--- config.mk ---
export PLATFORM = sky130hd
export DESIGN_NAME = zbuffer_pipe
export DESIGN_NICKNAME = d
export VERILOG_FILES = /design/src/rtl/zbuffer_pipe.sv
export SDC_FILE = /design/constraint.sdc
export NUM_CORES = 1
export LEC_CHECK = 0
export ABC_CLOCK_PERIOD_IN_PS = 800
export BUFFER_PORTS_ARGS = -buffer_cell sky130_fd_sc_hd__buf_2
export CORE_AREA = 2 2 39 41
export DETAILED_ROUTE_END_ITERATION = 7
export DIE_AREA = 0 0 41 43
export GPL_ROUTABILITY_DRIVEN = 1
export GPL_TIMING_DRIVEN = 0
export HOLD_SLACK_MARGIN = 0.15
export PLACE_DENSITY = 0.33
export SKIP_CTS_REPAIR_TIMING = 1
export SYNTH_ARGS = -nofsm -noshare
export SYNTH_HDL_FRONTEND = slang
export SYNTH_SLANG_ARGS = --single-unit
--- constraint.sdc ---
create_clock -name clk -period 0.8 [get_ports clk]
set_input_delay 0.16 -clock clk [delete_from_list [all_inputs] [get_ports clk]]
set_output_delay 0.16 -clock clk [all_outputs]
set_load 0.03 [all_outputs]
--- src/rtl/zbuffer_pipe.sv ---
// zbuffer_pipe: multi-channel valid/data delay line with stall, flush,
// and an optional hold of the last delivered word on each channel.
//
// Ports:
//   clk      - single clock; all state updates on its rising edge
//   rst      - synchronous active-high reset; overrides stall and flush
//   stall    - freezes every stage and hold register
//   flush    - clears every stage and hold register; wins over stall
//   in_en    - per-channel input valid
//   in_data  - channel c in bits [c*WIDTH +: WIDTH]
//   out_en   - per-channel valid of the last stage
//   out_data - channel c in bits [c*WIDTH +: WIDTH]
//   busy     - any stage of any channel holds a valid entry
module zbuffer_pipe #(
   parameter int UUID      = 0,
   parameter     NAME      = "",
   parameter int WIDTH     = 1,
   parameter int CHANNELS  = 2,
   parameter int DEPTH     = 1,
   parameter int HOLD_LAST = 0
) (
   input  logic                      clk,
   input  logic                      rst,
   input  logic                      stall,
   input  logic                      flush,
   input  logic [CHANNELS-1:0]       in_en,
   input  logic [CHANNELS*WIDTH-1:0] in_data,
   output logic [CHANNELS-1:0]       out_en,
   output logic [CHANNELS*WIDTH-1:0] out_data,
   output logic                      busy
);

   localparam int LAST = DEPTH - 1;

   if (WIDTH < 1 || WIDTH > 64) begin : g_bad_width
      $error("zbuffer_pipe: WIDTH out of range");
   end
   if (CHANNELS < 1 || CHANNELS > 16) begin : g_bad_channels
      $error("zbuffer_pipe: CHANNELS out of range");
   end
   if (DEPTH < 1 || DEPTH > 8) begin : g_bad_depth
      $error("zbuffer_pipe: DEPTH out of range");
   end
   if (UUID < 0 || $bits(NAME) > 65536) begin : g_bad_ident
      $error("zbuffer_pipe: bad identifier parameter");
   end

   logic [CHANNELS-1:0][DEPTH-1:0]            vld_q, vld_d;
   logic [CHANNELS-1:0][DEPTH-1:0][WIDTH-1:0] dat_q, dat_d;
   logic [CHANNELS-1:0][WIDTH-1:0]            hold_q, hold_d;

   always_comb begin
      vld_d  = vld_q;
      dat_d  = dat_q;
      hold_d = hold_q;
      if (flush) begin
         vld_d  = '0;
         dat_d  = '0;
         hold_d = '0;
      end else if (!stall) begin
         for (int c = 0; c < CHANNELS; c++) begin
            for (int k = LAST; k > 0; k--) begin
               vld_d[c][k] = vld_q[c][k-1];
               dat_d[c][k] = dat_q[c][k-1];
            end
            vld_d[c][0] = in_en[c];
            // Disabled inputs enter as zero so no stale data ever moves.
            dat_d[c][0] = in_en[c] ? in_data[c*WIDTH +: WIDTH] : '0;
            if (HOLD_LAST != 0 && vld_d[c][LAST]) begin
               hold_d[c] = dat_d[c][LAST];
            end
         end
      end
   end

   always_ff @(posedge clk) begin
      if (rst) begin
         vld_q  <= '0;
         dat_q  <= '0;
         hold_q <= '0;
      end else begin
         vld_q  <= vld_d;
         dat_q  <= dat_d;
         hold_q <= hold_d;
      end
   end

   // Outputs decode registered state only; no path from any input.
   always_comb begin
      out_en   = '0;
      out_data = '0;
      busy     = 1'b0;
      for (int c = 0; c < CHANNELS; c++) begin
         out_en[c] = vld_q[c][LAST];
         if (vld_q[c][LAST]) begin
            out_data[c*WIDTH +: WIDTH] = dat_q[c][LAST];
         end else if (HOLD_LAST != 0) begin
            out_data[c*WIDTH +: WIDTH] = hold_q[c];
         end
         busy = busy | (|vld_q[c]);
      end
   end

endmodule

==> impl_metrics.env <==
export IMPL_outcome="finished with violations"
export IMPL_violations="setup timing"
export IMPL_syn_area_sq_um=166
export IMPL_synth_compound_area_frac=0.0902
export IMPL_grt_pass1_wl_um=558
export IMPL_cts_sinks=4
export IMPL_initialDrtViolationCount=1
export IMPL_io_pins=13
export IMPL_min_path_cells=2
export IMPL_critical_path_required_ns=0.64
export IMPL_min_from="rst"
export IMPL_synth_cell_types=8
export IMPL_dp_cells=45
export IMPL_grt_busiest_layer="met4"
export IMPL_grtUsageMet2=0.0719
export IMPL_drt_total_wl_um=409
export IMPL_path_max_fanout=4
export IMPL_antenna_found_initial=0
export IMPL_gp_congestion=0.596
export IMPL_syn_avg_cell_area_sq_um=9.79
export IMPL_crit_type="reg -> out"
export IMPL_grt_overflow_total=0
export IMPL_ys_warn_count=0
export IMPL_maxSlewViolCount=0
export IMPL_r2r_start="dat_q[0]"
export IMPL_fmax_mhz=914
export IMPL_port_buffers=12
export IMPL_dr_pass1_iters=2
export IMPL_cts_tree="done"
export IMPL_rsz0062_at_grt="true"
export IMPL_min_period_over_period=1.37
export IMPL_grt_pass1_vias=151
export IMPL_grt_util_met3=0.0157
export IMPL_core_area_sq_um=1380
export IMPL_synthXorXnorAreaFrac=0
export IMPL_hold_end="out_en[0]"
export IMPL_synthAdderAreaFrac=0
export IMPL_cts_path_max_buffers=2
export IMPL_fp_row_count=14
export IMPL_worst_ep_arrival_time_ns=0.93
export IMPL_diodes=0
export IMPL_end_kind="output pin"
export IMPL_tns_ns=-0.892
export IMPL_grt_use_met1=0.0450
export IMPL_drive_gt1_frac=0.606
export IMPL_tightest_slew_ns=0.167
export IMPL_die_x_um=41
export IMPL_synth_most_common_cell="dfxtp_1"
export IMPL_syn_to_final_growth_pct=86.5
export IMPL_drc_errors=0
export IMPL_cts_root_buffer="clkbuf_4"
export IMPL_syn_num_nets=25
export IMPL_ys_flop_type="dfxtp_1"
export IMPL_p_leak_nw=0.137
export IMPL_vias=183
export IMPL_nets=42
export IMPL_yosysTopAreaCell="dfxtp_1"
export IMPL_synthMuxAreaShare=0.120
export IMPL_start_util=0.120
export IMPL_setup_viol=5
export IMPL_synthArstFlopShare=0
export IMPL_cts_buffers=3
export IMPL_fin_skew_ns=0
export IMPL_slowest_delay_ns=0.34
export IMPL_synth_simple_area_share=0.308
export IMPL_synth_top_family_by_area="simple AND/OR/NAND/NOR gates"
export IMPL_synth_area_leaders="dfxtp_1 48%, mux2i_1 12%, a211oi_1 9.0%, nand3b_1 9.0%, and2_1 7.5%"
export IMPL_grt_usage=0.0552
export IMPL_die_area_sq_um=1760
export IMPL_r2r_end="dat_q[0]"
export IMPL_critPathSlowestCell="dfxtp_4"
export IMPL_hold_viol=0
export IMPL_r2r_cells=2
export IMPL_grt_max_degree=7
export IMPL_finalWorstSetupSlack_ns=-0.294
export IMPL_clk_insertion_delay_late_ns=0.24
export IMPL_cap_violations=0
export IMPL_wl_per_cell_um=8.35
export IMPL_crit_chain="or2_4 -> buf_6"
export IMPL_ant_nets=0
export IMPL_hold_slack_ns=0.137
export IMPL_synth_cells=17
export IMPL_synth_seq_cells=4
export IMPL_hold_class="in -> reg"
export IMPL_synth_edf_count=0
export IMPL_irDropWorstVdd_mv=0.280
export IMPL_die_y_um=43
export IMPL_layout_cells_non_filler=49
export IMPL_r2r_setup_slack_ns=0.16
export IMPL_ys_seq_area_frac=0.481
export IMPL_dp_hpwl_um=351
export IMPL_avgViaCountPerCell=3.73
export IMPL_synth_top_area_frac=0.481
export IMPL_power_density_nw_per_um2=1770
export IMPL_p_total_uw=549
export IMPL_htree_levels=1
export IMPL_path_clk_slew_ns=0.04
export IMPL_cp_start_kind="register"
export IMPL_slew_headroom=0.888
export IMPL_final_util=0.224
export IMPL_fin_crit_ns=1.09
-- per-layer routing --
layer,share of wire,vias up
met2,0.59,7
met5,0,-
li1,-,95
met4,0,0
met1,0.35,81
met3,0.059,0
-- worst max path at each step --
stage	end	slack [ns]	start
after floorplan	busy	-0.02	out_en[0]
after global placement	busy	-0.09	out_en[0]
after detailed placement	busy	-0.09	out_en[0]
after CTS	busy	-0.36	out_en[0]
after global routing	busy	-0.32	out_en[0]
final	busy	-0.29	out_en[0]
-- worst max-delay path, delay by kind of cell (launching register included) --
| family | cells | cell delay [ns] |
|---|---|---|
| AND/OR/NAND/NOR | 1 | 0.22 |
| buffers and inverters | 1 | 0.13 |
| flip-flops | 1 | 0.34 |
-- cell families after synthesis --
kind of cell / count (synthesis)
AND/OR/NAND/NOR: 9
flip-flops: 4
multiplexers: 2
AO/OA/AOI/OAI: 2
-- layout make-up --
type | instances | area (sq um)
multi-input cells | 13 | 93.8
repair buffers | 12 | 85.1
flip-flops and latches | 4 | 85.1
well taps | 16 | 20.0
fillers | 154 | 1070
clock buffers | 4 | 26.3
-- power breakdown --
| group | internal, mW | total, mW | switching (mW) |
|---|---|---|---|
| combinational | 0.0352 | 0.0702 | 0.0350 |
| sequential | 0.204 | 0.208 | 0.00443 |
| clock | 0.187 | 0.271 | 0.0834 |
-- metrics by stage --
| stage | instance area (sq um) | worst slack (ns) |
|---|---|---|
| 3_3_place_gp | 259 | -0.0919 |
| 4_1_cts | 285 | -0.356 |
| 3_5_place_dp | 259 | -0.0947 |
| 5_1_grt | 310 | -0.319 |
| 6_report | 310 | -0.294 |
| 2_1_floorplan | 179 | -0.0208 |
-- layout by cell type (no fill, tap or decap) --
master	synthesis	routed
or2_4	0	1
a211oi_1	2	2
buf_6	0	4
mux2i_1	2	2
dfxtp_1	4	2
and2_4	0	2
nor3_1	2	2
clkbuf_4	0	3
buf_2	0	8
nand3b_1	2	2
dfxtp_4	0	1
dfxtp_2	0	1
nand2_1	2	2
clkbuf_1	0	1
-- flip-flops by register name, summed over array words and instances, names as in the netlist --
register / flops
dat_q: 2
out_en: 2
No activity file was read; power rests on OpenSTA's default activity.
